`src/rtl/mem_bus_pkg.sv`:
```
// mem_bus_pkg
//   Shared definitions for the external memory bus sequencer and the core
//   load logic: bus-cycle state encoding, grant encoding and helpers for
//   byte-lane selection and byte-enable generation on the 16-bit bus.
package mem_bus_pkg;

  // Bus-cycle phases: address setup, strobe (stretched by wait states),
  // completion/ack.
  typedef enum logic [1:0] {
    ST_IDLE   = 2'd0,
    ST_SETUP  = 2'd1,
    ST_STROBE = 2'd2,
    ST_DONE   = 2'd3
  } bus_state_e;

  // Encoding of the last_grant register.
  localparam logic GRANT_IF = 1'b0;
  localparam logic GRANT_D  = 1'b1;

  // Bit positions of the requesters in the arbiter request/grant vectors.
  localparam int REQ_IF = 0;
  localparam int REQ_D  = 1;

  // Pick the addressed byte out of a 16-bit word (hi = byte address bit 0).
  function automatic logic [7:0] byte_lane_sel(input logic [15:0] word,
                                               input logic        hi);
    logic [7:0] lane;
    if (hi) begin
      lane = word[15:8];
    end else begin
      lane = word[7:0];
    end
    return lane;
  endfunction

  // Active-low byte enables {nbhe, nble}: fetches read the whole word,
  // byte accesses enable only the lane selected by address bit 0.
  function automatic logic [1:0] byte_en_n(input logic is_fetch,
                                           input logic a0);
    logic [1:0] ben_n;
    if (is_fetch) begin
      ben_n = 2'b00;
    end else if (a0) begin
      ben_n = 2'b01;
    end else begin
      ben_n = 2'b10;
    end
    return ben_n;
  endfunction

endpackage

```
`src/rtl/mem_rr_arbiter.sv`:
```
// mem_rr_arbiter
//   Two-requester round-robin arbiter for the memory bus.
//   Ports:
//     clk, rst    clock, asynchronous active-high reset
//     req[1:0]    requests (bit REQ_IF = fetch, bit REQ_D = data)
//     en          sample enable; last_grant only moves when en is high
//     grant[1:0]  one-hot grant, combinational from req and last_grant
//     last_grant  requester granted most recently (GRANT_IF / GRANT_D)
module mem_rr_arbiter
  import mem_bus_pkg::*;
(
  input  logic       clk,
  input  logic       rst,
  input  logic [1:0] req,
  input  logic       en,
  output logic [1:0] grant,
  output logic       last_grant
);

  logic last_grant_q;
  logic last_grant_d;

  // Grant selection: a lone requester wins; on a tie the requester that
  // was not served last wins.
  always_comb begin
    grant = 2'b00;
    case (req)
      2'b01:   grant = 2'b01;
      2'b10:   grant = 2'b10;
      2'b11:   grant = (last_grant_q == GRANT_IF) ? 2'b10 : 2'b01;
      default: grant = 2'b00;
    endcase
  end

  // last_grant update when a grant is actually taken.
  always_comb begin
    last_grant_d = last_grant_q;
    if (en && grant[REQ_D]) begin
      last_grant_d = GRANT_D;
    end else if (en && grant[REQ_IF]) begin
      last_grant_d = GRANT_IF;
    end else begin
      last_grant_d = last_grant_q;
    end
  end

  // last_grant register; resets to DATA so the first tie goes to fetch.
  always_ff @(posedge clk or posedge rst) begin
    if (rst) begin
      last_grant_q <= GRANT_D;
    end else begin
      last_grant_q <= last_grant_d;
    end
  end

  assign last_grant = last_grant_q;

endmodule

```
`src/rtl/mem_bus_sequencer.sv`:
```
// mem_bus_sequencer
//   Arbitrates the external 16-bit memory bus between the instruction-fetch
//   port and the byte load/store port and runs one bus cycle per grant:
//   SETUP (address + nmreq), STROBE (nrd/nwr, WAIT_STATES+1 cycles),
//   DONE (one-cycle ack). All bus and ack outputs come straight from flops.
//   Ports:
//     clk, rst                 clock, asynchronous active-high reset
//     if_req/if_addr           fetch request, byte address (bit 0 ignored)
//     if_ack/if_rdata          fetch ack pulse, fetched word
//     d_req/d_we/d_addr/d_wdata data request, store flag, address, byte
//     d_ack/d_rdata            data ack pulse, loaded byte
//     abus                     word address {1'b0, addr[15:1]}
//     dbus_o/dbus_oe/dbus_i    pad write data, output enable, read data
//     nmreq,nrd,nwr,nbhe,nble  active-low bus strobes
//     busy                     high whenever a bus cycle is in progress
module mem_bus_sequencer
  import mem_bus_pkg::*;
#(
  parameter int WAIT_STATES = 1
) (
  input  logic        clk,
  input  logic        rst,
  input  logic        if_req,
  input  logic [15:0] if_addr,
  output logic        if_ack,
  output logic [15:0] if_rdata,
  input  logic        d_req,
  input  logic        d_we,
  input  logic [15:0] d_addr,
  input  logic [7:0]  d_wdata,
  output logic        d_ack,
  output logic [7:0]  d_rdata,
  output logic [15:0] abus,
  output logic [15:0] dbus_o,
  output logic        dbus_oe,
  input  logic [15:0] dbus_i,
  output logic        nmreq,
  output logic        nrd,
  output logic        nwr,
  output logic        nbhe,
  output logic        nble,
  output logic        busy
);

  localparam logic [2:0] LAST_STROBE = 3'(WAIT_STATES);

  bus_state_e  state_q, state_d;
  logic [2:0]  wait_cnt_q, wait_cnt_d;
  logic        we_q, we_d;
  logic [15:0] addr_q, addr_d;
  logic [7:0]  wdata_q, wdata_d;

  logic [15:0] abus_q, abus_d;
  logic [15:0] dbus_o_q, dbus_o_d;
  logic        dbus_oe_q, dbus_oe_d;
  logic        nmreq_q, nmreq_d;
  logic        nrd_q, nrd_d;
  logic        nwr_q, nwr_d;
  logic        nbhe_q, nbhe_d;
  logic        nble_q, nble_d;
  logic        if_ack_q, if_ack_d;
  logic        d_ack_q, d_ack_d;
  logic [15:0] if_rdata_q, if_rdata_d;
  logic [7:0]  d_rdata_q, d_rdata_d;
  logic        busy_q, busy_d;

  logic [1:0]  grant_s;
  logic        last_grant_s;
  logic        arb_en_s;
  logic        sel_s;
  logic        capture_s;
  logic        active_s;
  logic [1:0]  ben_n_s;

  assign arb_en_s = (state_q == ST_IDLE);

  mem_rr_arbiter u_arb (
    .clk        (clk),
    .rst        (rst),
    .req        ({d_req, if_req}),
    .en         (arb_en_s),
    .grant      (grant_s),
    .last_grant (last_grant_s)
  );

  // Bus-cycle sequencing and request latching. last_grant doubles as the
  // "who owns this cycle" register, since it only moves on a grant in IDLE.
  always_comb begin
    state_d    = state_q;
    wait_cnt_d = wait_cnt_q;
    we_d       = we_q;
    addr_d     = addr_q;
    wdata_d    = wdata_q;
    sel_s      = last_grant_s;
    capture_s  = 1'b0;
    case (state_q)
      ST_IDLE: begin
        if (grant_s[REQ_D]) begin
          state_d = ST_SETUP;
          sel_s   = GRANT_D;
          we_d    = d_we;
          addr_d  = d_addr;
          wdata_d = d_wdata;
        end else if (grant_s[REQ_IF]) begin
          state_d = ST_SETUP;
          sel_s   = GRANT_IF;
          we_d    = 1'b0;
          addr_d  = if_addr;
        end else begin
          state_d = ST_IDLE;
        end
      end
      ST_SETUP: begin
        state_d    = ST_STROBE;
        wait_cnt_d = 3'd0;
      end
      ST_STROBE: begin
        if (wait_cnt_q == LAST_STROBE) begin
          // Read data is sampled at the edge that ends the last strobe cycle.
          state_d   = ST_DONE;
          capture_s = 1'b1;
        end else begin
          wait_cnt_d = wait_cnt_q + 3'd1;
        end
      end
      ST_DONE: begin
        state_d = ST_IDLE;
      end
      default: begin
        state_d = ST_IDLE;
      end
    endcase
  end

  // Output decode from the state being entered, so every bus pin is a flop.
  always_comb begin
    active_s  = (state_d != ST_IDLE);
    ben_n_s   = active_s ? byte_en_n(sel_s == GRANT_IF, addr_d[0]) : 2'b11;
    nmreq_d   = ~active_s;
    nbhe_d    = ben_n_s[1];
    nble_d    = ben_n_s[0];
    nrd_d     = ~((state_d == ST_STROBE) && !we_d);
    nwr_d     = ~((state_d == ST_STROBE) && we_d);
    abus_d    = active_s ? {1'b0, addr_d[15:1]} : abus_q;
    dbus_oe_d = active_s && we_d;
    dbus_o_d  = (active_s && we_d) ? {wdata_d, wdata_d} : dbus_o_q;
    if_ack_d  = (state_d == ST_DONE) && (sel_s == GRANT_IF);
    d_ack_d   = (state_d == ST_DONE) && (sel_s == GRANT_D);
    busy_d    = active_s;
    if (capture_s && (last_grant_s == GRANT_IF)) begin
      if_rdata_d = dbus_i;
    end else begin
      if_rdata_d = if_rdata_q;
    end
    // Stores leave the load result untouched.
    if (capture_s && (last_grant_s == GRANT_D) && !we_q) begin
      d_rdata_d = byte_lane_sel(dbus_i, addr_q[0]);
    end else begin
      d_rdata_d = d_rdata_q;
    end
  end

  // State, latched request and output registers; reset kills any bus cycle
  // in flight immediately.
  always_ff @(posedge clk or posedge rst) begin
    if (rst) begin
      state_q    <= ST_IDLE;
      wait_cnt_q <= 3'd0;
      we_q       <= 1'b0;
      addr_q     <= 16'h0000;
      wdata_q    <= 8'h00;
      abus_q     <= 16'h0000;
      dbus_o_q   <= 16'h0000;
      dbus_oe_q  <= 1'b0;
      nmreq_q    <= 1'b1;
      nrd_q      <= 1'b1;
      nwr_q      <= 1'b1;
      nbhe_q     <= 1'b1;
      nble_q     <= 1'b1;
      if_ack_q   <= 1'b0;
      d_ack_q    <= 1'b0;
      if_rdata_q <= 16'h0000;
      d_rdata_q  <= 8'h00;
      busy_q     <= 1'b0;
    end else begin
      state_q    <= state_d;
      wait_cnt_q <= wait_cnt_d;
      we_q       <= we_d;
      addr_q     <= addr_d;
      wdata_q    <= wdata_d;
      abus_q     <= abus_d;
      dbus_o_q   <= dbus_o_d;
      dbus_oe_q  <= dbus_oe_d;
      nmreq_q    <= nmreq_d;
      nrd_q      <= nrd_d;
      nwr_q      <= nwr_d;
      nbhe_q     <= nbhe_d;
      nble_q     <= nble_d;
      if_ack_q   <= if_ack_d;
      d_ack_q    <= d_ack_d;
      if_rdata_q <= if_rdata_d;
      d_rdata_q  <= d_rdata_d;
      busy_q     <= busy_d;
    end
  end

  assign abus     = abus_q;
  assign dbus_o   = dbus_o_q;
  assign dbus_oe  = dbus_oe_q;
  assign nmreq    = nmreq_q;
  assign nrd      = nrd_q;
  assign nwr      = nwr_q;
  assign nbhe     = nbhe_q;
  assign nble     = nble_q;
  assign if_ack   = if_ack_q;
  assign d_ack    = d_ack_q;
  assign if_rdata = if_rdata_q;
  assign d_rdata  = d_rdata_q;
  assign busy     = busy_q;

endmodule
```
`config.mk`:
```
export PLATFORM = sky130hd
export DESIGN_NAME = mem_bus_sequencer
export DESIGN_NICKNAME = d
export VERILOG_FILES = /design/src/rtl/mem_bus_pkg.sv /design/src/rtl/mem_rr_arbiter.sv /design/src/rtl/mem_bus_sequencer.sv
export SDC_FILE = /design/constraint.sdc
export NUM_CORES = 1
export LEC_CHECK = 0
export ABC_AREA = 1
export CAP_MARGIN = 10
export CORE_UTILIZATION = 46
export DETAILED_ROUTE_END_ITERATION = 8
export PLACE_DENSITY = 0.92
export SLEW_MARGIN = 20
export SYNTH_ARGS = -nofsm -noshare
export SYNTH_HDL_FRONTEND = slang
export SYNTH_HIERARCHICAL = 1
export SYNTH_SLANG_ARGS = --single-unit
```
`constraint.sdc`:
```
create_clock -name clk -period 4.1 [get_ports clk]
set_clock_uncertainty 0.2 [all_clocks]
set_input_delay 0.82 -clock clk [delete_from_list [all_inputs] [get_ports clk]]
set_output_delay 0.82 -clock clk [all_outputs]
set_load 0.01 [all_outputs]
```
==> summary.txt, run 1 <==
Job
  – Total of max-cap violations: 0

Layout
  – Layout area overhead: 36.89%
  – Diodes inserted: 0
  – Finished Cell Area: approximately 5200 um^2
  – Layout net count: 618
  – Share of layout cells above drive strength 1: 7.027%
  – Final cell count without fillers: 657
  – Util after Layout: 65.85%

Outcome
  – Status: finished, final reports clean

Logic synthesis
  – Synth top area share: 53.70%
  – Synthesized area per cell: 8.678 um^2
  – Number of synthesized flops with an enable pin: 0
  – Count leader, synth: nand2_1
  – Synth cell count leaders: nand2_1 (163), dfrtp_1 (81), o21ai_0 (43)
  – Gate Count Post-Synth: 435
  – Async SR Flop Fraction: between 90% and 100%
  – Post-synthesis instance area: 3775 um^2
  – Synth area leaders: dfrtp_1 (54%), nand2_1 (16%), o21ai_0 (5.7%)
  – Register area share after synthesis: 57.87%
  – Ys flop type: dfrtp_1
  – Synth warnings: 6
  – Syn_nets: 502
  – Synth Register Bits: 87
  – Netlist cell types: 29
  – Area leader, netlist: dfrtp_1

GRT
  – Gr usage total: 22.58%
  – First-pass GRT wire length: about 15 mm
  – Vias in the first global route: 3337
  – Pin count of the biggest net entering global routing: 52
  – Initial antenna violation count: 0
  – Overflow after GRT: 0

Clock network
  – Post-CTS setup buffer count: 0
  – # hold bufs at CTS: 0
  – Clk sinks: 87
  – Worst-path clk slew: 0.08 ns
  – Clock latency on the worst-skew pair: 0.33 ns
  – Clock tree buffer depth: 2
  – Number of buffers created by CTS: 9
  – Root Driver: clkbuf_8
  – Htree depth: 3
  – CTS tree: built
  – Post-cts resize count: 0

Place
  – Placed Cells: between 600 and 700
  – DP HPWL: 6.872 mm
  – GP Congestion: 0.8350
  – Port buffer count: 124
  – Post-Place Worst Slack: between 0.8 and 0.9 ns
  – DP Area: roughly 5000 um^2

STA
  – RSZ-0062 raised after global routing: no
  – Slew @ Worst Pin: 0.8595 ns
  – FMAX: 0.3435 GHz
  – Final setup margin: 1.189 ns
  – Fin. max-slew vios: 0
  – Final min period: roughly 2.9 ns
  – Hold WS: 0.2890 ns
  – Rel. slew slack: 42.64%
  – Fin. Hold Viols: 0
  – Final number of setup-violating endpoints: 0
  – TNS Setup: 0 ns
  – Tcrit/Tclk final: 71.00%

Floorplan
  – Core Area: slightly below 8000 um^2
  – Initial Util: 48.10%
  – Die Footprint: 8573 um^2
  – Ports: 126
  – Die height: 92.59 um
  – Cell Rows: 32
  – Die width: 92.59 um

Power
  – Tot Pwr: 3.979 mW
  – Pwr per Cell Area: just under 800 nW/um^2
  – Static Leak: 2.457 nW
  – Peak VDD IR: 349.3 uV

Route
  – Drt drc: 0
  – Antenna viol nets, final: 0
  – Total number of vias: 3285
  – WL per Instance: approximately 14 um
  – WL final: just over 9 mm
  – DRT Pass-1 Iters: 4
  – Via density: around 5.0
  – DRT iter0 DRCs: roughly 140

Critical path
  – Crit path capture type: register
  – Reg2reg start: u_arb/last_grant
  – Critical path class: input port to register
  – FF-to-FF setup slack: 1.41 ns
  – CP Launch Point: d_req
  – Arrival time at the worst endpoint: 2.93 ns
  – RR Endpoint: abus[12]
  – Crit path capture: dbus_o[14]
  – Reg2Reg Depth: 6
  – Crit path required time: 4.12 ns
  – Crit Path Max Fanout: 26
  – Crit path launch type: input port

Hold path
  – Hold WC Path Type: register to register
## routing by layer
| metal | vias to the layer above | wire length (um) | GRT usage (%) |
|---|---|---|---|
| li1 | 1562 | - | - |
| met1 | 1575 | 3805 | 28.28 |
| met2 | 134 | 4696 | 39.14 |
| met3 | 14 | 522 | 2.956 |
| met4 | 0 | 153 | 9.766 |
| met5 | - | 0 | 0 |
## worst min path at each step
stage	startpoint	endpoint	slack, ns	cells past startpoint
6_report	wdata_q[6]	wdata_q[6]	0.29	2
5_1_grt	wdata_q[6]	wdata_q[6]	0.32	2
4_1_cts	wdata_q[6]	wdata_q[6]	0.29	2
3_5_place_dp	wdata_q[6]	wdata_q[6]	0.27	2
3_3_place_gp	abus[1]	abus[1]	0.26	2
2_1_floorplan	wdata_q[0]	wdata_q[0]	0.25	2
## final cells by class
| type | count | area [um^2] |
|---|---|---|
| fillers | 640 | 2680 |
| flip-flops and latches | 87 | 2185 |
| multi-input cells | 291 | 1296 |
| repair buffers | 129 | 1279 |
| clock buffers | 10 | 127.6 |
| well taps | 102 | 127.6 |
| inverters | 33 | 125.1 |
| clock inverters | 5 | 27.53 |
## registers in the layout, summed over array words and instances (netlist names)
name,count
if_ack,1
u_arb/last_grant,1
we_q,1
nbhe,1
if_rdata,16
nmreq,1
nwr,1
nble,1
wait_cnt_q,3
d_rdata,8
abus,15
addr_q,16
d_ack,1
busy,1
nrd,1
dbus_oe,1
state_q,2
wdata_q,8
dbus_o,8
## placed cells by master (no fill, tap or decap), types with 2 or more instances in the layout
master           count
inv_1               30
clkbuf_8             9
buf_4                5
nand3_2              2
or2_2                7
dfstp_2              6
clkdlybuf4s50_1    124
o21ai_0             43
nand3_1             13
o21ai_1              2
dfrtp_1             81
a21oi_1              2
ha_1                 6
clkinv_2             5
or2_0                6
nand2_1            163
nor2_1              38
## cells by family after synthesis
| kind of cell | count (synthesis) | share of synthesized area, % |
|---|---|---|
| fa+ha+maj | 6 | 1.989 |
| other cells | 1 | 0.09934 |
| buf+inv | 57 | 7.789 |
| flops | 87 | 57.87 |
| simple gates | 234 | 25.46 |
| compound gates | 50 | 6.795 |
## worst max-delay path, cell delays in order
cell and delay, ns:
clkdlybuf4s50_1 0.49, a21boi_0 0.37, nand2_1 0.17, buf_4 0.25, o22ai_1 0.44, nand2_2 0.22, nand2_1 0.11, nand2_1 0.06
## report_power, final
part / switching, mW / internal [mW]
registers: 0.231 / 1.31
logic: 1.07 / 0.879
clock network: 0.277 / 0.213
Note: power is estimated with default switching activity, not from simulation.
==> run 2: changes to the inputs <==
- clock period: 4.1 -> 2.9 ns (I/O delays scaled with it)
==> run 2 against run 1 <==
Effect of this change:
- flip-flop and latch count stayed put
- final cell count up 1.2%
- sequential share of layout area shrank 1.2 points
- non-clock buffer count grew 7
- core utilization is 1.9 points higher
- wire length rose by 1.0%
- critical path type unchanged
==> summary.txt, run 2 (synthesis results as in run 1) <==
Layout
  – Fillers: 608 (-5.0%)
  – Most common cell after layout, fill and taps aside: nand2_1
  – Layout area overhead: 40.90%
  – Most frequent cells in the layout: nand2_1 (163), clkdlybuf4s50_1 (124), dfrtp_1 (81), o21ai_0 (43), nor2_1 (38)
  – Diodes inserted: 0 (unchanged)
  – Share of layout cells above drive strength 1: 8.526% (+1.5 points)
  – Multi-input gate area: 1296 um^2 (unchanged)
  – FF+latch area: 2185 um^2 (unchanged)
  – Util after Layout: 67.78% (+1.9 points)
  – Layout net count: 625 (+1.1%)
  – Final cell count without fillers: 665 (+1.2%)

Route
  – Antenna viol nets, final: 0 (unchanged)
  – WL final: 9.271 mm (+1.0%)
  – DRT Pass-1 Iters: 5 (+1)
  – DRT iter0 DRCs: 161 (+18%)
  – Via density: 4.949 (-1.0%)
  – WL per Instance: 13.94 um (-0.20%)
  – Total number of vias: 3291 (+0.18%)
  – Drt drc: 0 (unchanged)

Floorplan
  – Initial Util: 48.10% (unchanged)
  – Die height: 92.59 um (unchanged)
  – Core Area: 7848 um^2 (unchanged)
  – Cell Rows: 32 (unchanged)
  – Ports: 126 (unchanged)
  – Die width: 92.59 um (unchanged)
  – Die Footprint: 8573 um^2 (unchanged)

Power
  – Switching share of power: 38.81% (-0.94 points)
  – Peak VDD IR: 577.3 uV (+65%)
  – Internal power: 3.656 mW (+52%)
  – Sw Pwr: 2.319 mW (+47%)
  – Static Leak: 2.525 nW (+2.8%)
  – Part of the power in the clock network: 15.7% (+3.4 points)
  – Seq pwr share: 36.0% (-2.6 points)
  – Tot Pwr: 5.975 mW (+50%)
  – Combinational share of power: 48.2% (-0.9 points)
  – Pwr per Cell Area: 1123 nW/um^2 (+46%)

Critical path
  – Reg2Reg Depth: 6 (unchanged)
  – Arrival time at the worst endpoint: 2.35 ns (-0.58 ns)
  – Crit path launch type: input port
  – Crit path capture type: register
  – Crit path required time: 2.93 ns (-1.19 ns)
  – Critical path class: input port to register
  – CP Launch Point: d_req
  – Reg2reg start: state_q[0]
  – Crit Path Max Fanout: 13 (-50%)

Clock network
  – Clock tree buffer depth: 2 (unchanged)
  – Post-CTS setup buffer count: 0 (unchanged)
  – # hold bufs at CTS: 0 (unchanged)
  – CTS tree: built
  – Number of buffers created by CTS: 9 (unchanged)
  – Root Driver: clkbuf_8
  – Clk sinks: 87 (unchanged)
  – Clock latency on the worst-skew pair: 0.34 ns (about the same)
  – Htree depth: 3 (unchanged)
  – Worst-path clk slew: 0.09 ns (about the same)
  – Post-cts resize count: 0 (unchanged)

Outcome
  – Status: finished, final reports clean

Hold path
  – Min-delay src: wdata_q[4]
  – Min-Delay Path Depth: 2 (unchanged)
  – Hold WC Path Type: register to register

GRT
  – Initial antenna violation count: 0 (unchanged)
  – Pin count of the biggest net entering global routing: 36 (-31%)
  – Vias in the first global route: 3219 (-3.5%)
  – First-pass GRT wire length: 15.37 mm (+1.5%)
  – Overflow after GRT: 0 (unchanged)
  – Gr usage total: 23.08% (+0.49 points)

STA
  – Slew @ Worst Pin: 0.6688 ns (-0.1907 ns)
  – Rel. slew slack: 55.32% (+13 points)
  – Final number of setup-violating endpoints: 0 (unchanged)
  – Final min period: 2.318 ns
  – FMAX: about 0.43 GHz
  – RSZ-0062 raised after global routing: no
  – Fin. max-slew vios: 0 (unchanged)
  – TNS Setup: 0 ns (unchanged)
  – Fin. Hold Viols: 0 (unchanged)
  – Tcrit/Tclk final: 79.93%

Place
  – Port buffer count: 124 (unchanged)
  – DP HPWL: 6.903 mm (+0.46%)
  – Placed Cells: 649 (+1.1%)
  – GP Congestion: 0.8459 (+1.3%)

Job
  – Total of max-cap violations: 0 (unchanged)
-- run 2: final cells by class --
type	instances	share of cell area, %
Clock buffer	9	2.329
Timing Repair Buffer	136	25.50
Tap cell	102	2.399
Multi-Input combinational cell	291	24.37
Sequential cell	87	41.07
Inverter	33	2.399
Clock inverter	7	1.929
-- run 2: final timing paths --
path,endpoint,slack [ns]
setup / recovery,abus[10],0.58
hold / removal,wdata_q[4],0.29
setup reg to reg,if_rdata[15],0.67
hold reg to reg,wdata_q[4],0.29
max in group asynchronous,nwr,1.34
min in group asynchronous,u_arb/last_grant,0.43
-- run 2: per-layer routing --
layer  GRT usage (%)  vias to the layer above  part of all wire (%)
li1                -                     1583                     -
met1           29.80                     1553                    41
met2           38.89                      144                    50
met3           4.598                       11                   7.3
met4           7.682                        0                   1.2
met5               0                        -                     0
-- run 2: through the flow --
step	worst slack [ns]	area, um^2	hold slack (ns)
detailed placement	0.2303	5092	0.2640
CTS	0.5796	5319	0.2863
global route	0.3766	5319	0.3127
finish	0.5820	5319	0.2855
global placement	0.3082	5092	0.2600
floorplan	0.9564	3779	0.2452
-- run 2: power groups by stage --
stage	clock [mW]	combinational, mW	sequential (mW)
floorplan	0	1.45	2.28
global placement	0	2.74	2.15
detailed placement	0	2.89	2.17
CTS	0.955	2.90	2.15
global route	1.02	3.21	2.22
finish	0.941	2.88	2.15
-- run 2: worst max-delay path, stage by stage --
cell and delay, ns:
clkdlybuf4s50_1 0.51, a21boi_0 0.29, nand2_1 0.20, buf_4 0.22, or2_2 0.27, o21ai_0 0.08
nor2_1 0.07, nand2_1 0.06, nand2_1 0.06
==> run 3: changes to the inputs <==
- CORE_UTILIZATION: 46 -> 41
- PLACE_DENSITY: 0.92 -> 0.88
- clock period: 2.9 -> 2.1 ns (I/O delays scaled with it)
==> run 3 against run 2 <==
Effect of this change:
- the run now ends with DRC left
- flip-flop and latch count unchanged
- worst hold slack worse by 0.021 ns
- total power increased by 38%
- combinational power grew 43%
- sequential power increased by 38%
- first-iteration DRC count is 18% lower
- setup slack worse by 0.52 ns
- via count shrank 0.52%
- die area rose by 12%
- global-route usage decreased by 2.9 points
- critical path type is now register to output port
- largest power group unchanged
==> summary.txt, run 3 (synthesis results as in run 1) <==
Route
  – Antenna viol nets, final: 0 (unchanged)
  – Total number of vias: 3274 (-0.52%)
  – DRT iter0 DRCs: 132 (-18%)
  – DRT Pass-1 Iters: 7 (+2)
  – Via density: 4.829 (-2.4%)
  – WL final: 9.188 mm (-0.90%)
  – Drt drc: 13 (+13)
  – WL per Instance: 13.55 um (-2.8%)

Power
  – Pwr per Cell Area: 1531 nW/um^2 (+36%)
  – Part of the power in the clock network: 14.1% (-1.6 points)
  – Tot Pwr: 8.224 mW (+38%)
  – Switching share of power: 38.53% (-0.27 points)
  – Peak VDD IR: 637.2 uV (+10%)
  – Seq pwr share: 35.9% (about the same)
  – Static Leak: 2.543 nW (+0.70%)
  – Combinational share of power: 50.0% (+1.8 points)
  – Sw Pwr: 3.169 mW (+37%)
  – Internal power: 5.055 mW (+38%)

Clock network
  – Worst-path clk slew: 0.08 ns (about the same)
  – Clock latency on the worst-skew pair: 0.34 ns (about the same)
  – CTS tree: built
  – Number of buffers created by CTS: 9 (unchanged)
  – Clock tree buffer depth: 2 (unchanged)
  – Htree depth: 3 (unchanged)
  – Root Driver: clkbuf_8
  – Clk sinks: 87 (unchanged)

Critical path
  – Crit Path Max Fanout: 1 (-12)
  – Critical path class: register to output port
  – Crit path largest cell delay: 0.56 ns (+0.05 ns)
  – Arrival time at the worst endpoint: 1.42 ns (-0.93 ns)
  – RR Endpoint: dbus_o[9]
  – Crit path buf inv count: 1 (-1)
  – CP Cell Sequence: clkdlybuf4s50_1
  – Slowest cell on the critical path: clkdlybuf4s50_1
  – Crit path required time: 1.48 ns (-1.45 ns)
  – Reg2reg start: u_arb/last_grant
  – Critical path's top delay family: buffers and inverters
  – FF-to-FF setup slack: 0.15 ns (-0.52 ns)
  – Crit path launch type: register
  – Crit path capture type: output port
  – Crit path depth: 1 (-8)
  – Reg2Reg Depth: 10 (+4)

Layout
  – Layout net count: 632 (+1.1%)
  – Share of layout cells above drive strength 1: 10.00% (+1.5 points)
  – Diodes inserted: 0 (unchanged)
  – Util after Layout: 61.01% (-6.8 points)
  – Most frequent cells in the layout: nand2_1 (163), clkdlybuf4s50_1 (124), dfrtp_1 (81), o21ai_0 (43), nor2_1 (38)
  – Most common cell after layout, fill and taps aside: nand2_1
  – Layout area overhead: 42.33%

STA
  – Fin. max-slew vios: 0 (unchanged)
  – Final setup margin: 0.06473 ns (-0.5173 ns)
  – RSZ-0062 raised after global routing: yes
  – Final min period: 2.035 ns
  – Tcrit/Tclk final: 96.92%
  – FMAX: between 0.4 and 0.5 GHz
  – Fin. Hold Viols: 0 (unchanged)
  – Final number of setup-violating endpoints: 0 (unchanged)

Outcome
  – Failing checks: DRC
  – Status: complete, but fails checks

Place
  – GP Congestion: 0.8122 (-4.0%)
  – Post-Place Worst Slack: -0.3505 ns (-0.5808 ns)
  – Port buffer count: 124 (unchanged)
  – DP HPWL: 6.719 mm (-2.7%)

Floorplan
  – Ports: 126 (unchanged)
  – Cell Rows: 34 (+6.3%)
  – Core Area: 8806 um^2 (+12%)
  – Die height: 97.96 um (+5.8%)
  – Die Footprint: 9595 um^2 (+12%)
  – Initial Util: 42.87% (-5.2 points)
  – Die width: 97.96 um (+5.8%)

GRT
  – First-pass GRT wire length: 15.44 mm (+0.45%)
  – Vias in the first global route: 3370 (+4.7%)
  – Initial antenna violation count: 0 (unchanged)
  – Overflow after GRT: 0 (unchanged)
  – Gr usage total: 20.14% (-2.9 points)
  – Pin count of the biggest net entering global routing: 87 (+140%)

Hold path
  – Hold WC Path Type: input port to asynchronous set/reset pin

Job
  – Total of max-cap violations: 0 (unchanged)
## run 3: changes by cell type in the layout (fill, tap and decap cells not counted), moves of 2 or more
cell / change
buf_4: +6
inv_6: -3
a21boi_2: +2
clkinv_2: +2
clkinvlp_4: +2
## run 3: metal layers
| metal | wire length (um) | vias to the layer above | global-route usage, % |
|---|---|---|---|
| met1 | 3821 | 1536 | 25.88 |
| li1 | - | 1591 | - |
| met3 | 764 | 7 | 4.080 |
| met5 | 0 | - | 0 |
| met2 | 4537 | 140 | 34.13 |
| met4 | 65 | 0 | 6.527 |
## run 3: final cells by class
| cell class | count | area (um^2) |
|---|---|---|
| Fill cell | 739 | 3433 |
| Sequential cell | 87 | 2185 |
| Timing Repair Buffer | 143 | 1421 |
| Multi-Input combinational cell | 291 | 1304 |
| Clock buffer | 11 | 141.4 |
| Tap cell | 108 | 135.1 |
| Inverter | 33 | 128.9 |
| Clock inverter | 5 | 57.56 |
## run 3: worst max path at each step
stage                                 from        to
after floorplan           u_arb/last_grant  abus[10]
after global placement               d_req      nbhe
after detailed placement             d_req   abus[9]
after CTS                            d_req   abus[9]
after global routing                if_req   abus[9]
final                                 nble      nble
## run 3: repair_timing
item,CTS,global route
setup buffers,0,1
hold buffers,0,0
resized for setup,0,5
setup endpoints to repair,0,27
## run 3: power by group through the flow
stage | clock network, mW | registers [mW] | logic [mW]
after floorplan | 0 | 3.14 | 2.00
after global placement | 0 | 2.95 | 3.90
after detailed placement | 0 | 2.97 | 4.10
after CTS | 1.19 | 2.96 | 4.10
after global routing | 1.27 | 3.05 | 4.59
final | 1.16 | 2.96 | 4.11
## run 3: stage by stage
| step | hold WS [ns] | cells | TNS (ns) | cell area [um^2] |
|---|---|---|---|---|
| finish | 0.2645 | 678 | 0 | 5373 |
| CTS | 0.2544 | 677 | 0 | 5344 |
| detailed placement | 0.2667 | 661 | -11.61 | 5145 |
| floorplan | 0.1097 | 435 | 0 | 3779 |
| global route | 0.2860 | 678 | -0.01603 | 5373 |
| global placement | 0.2597 | 661 | -8.659 | 5145 |
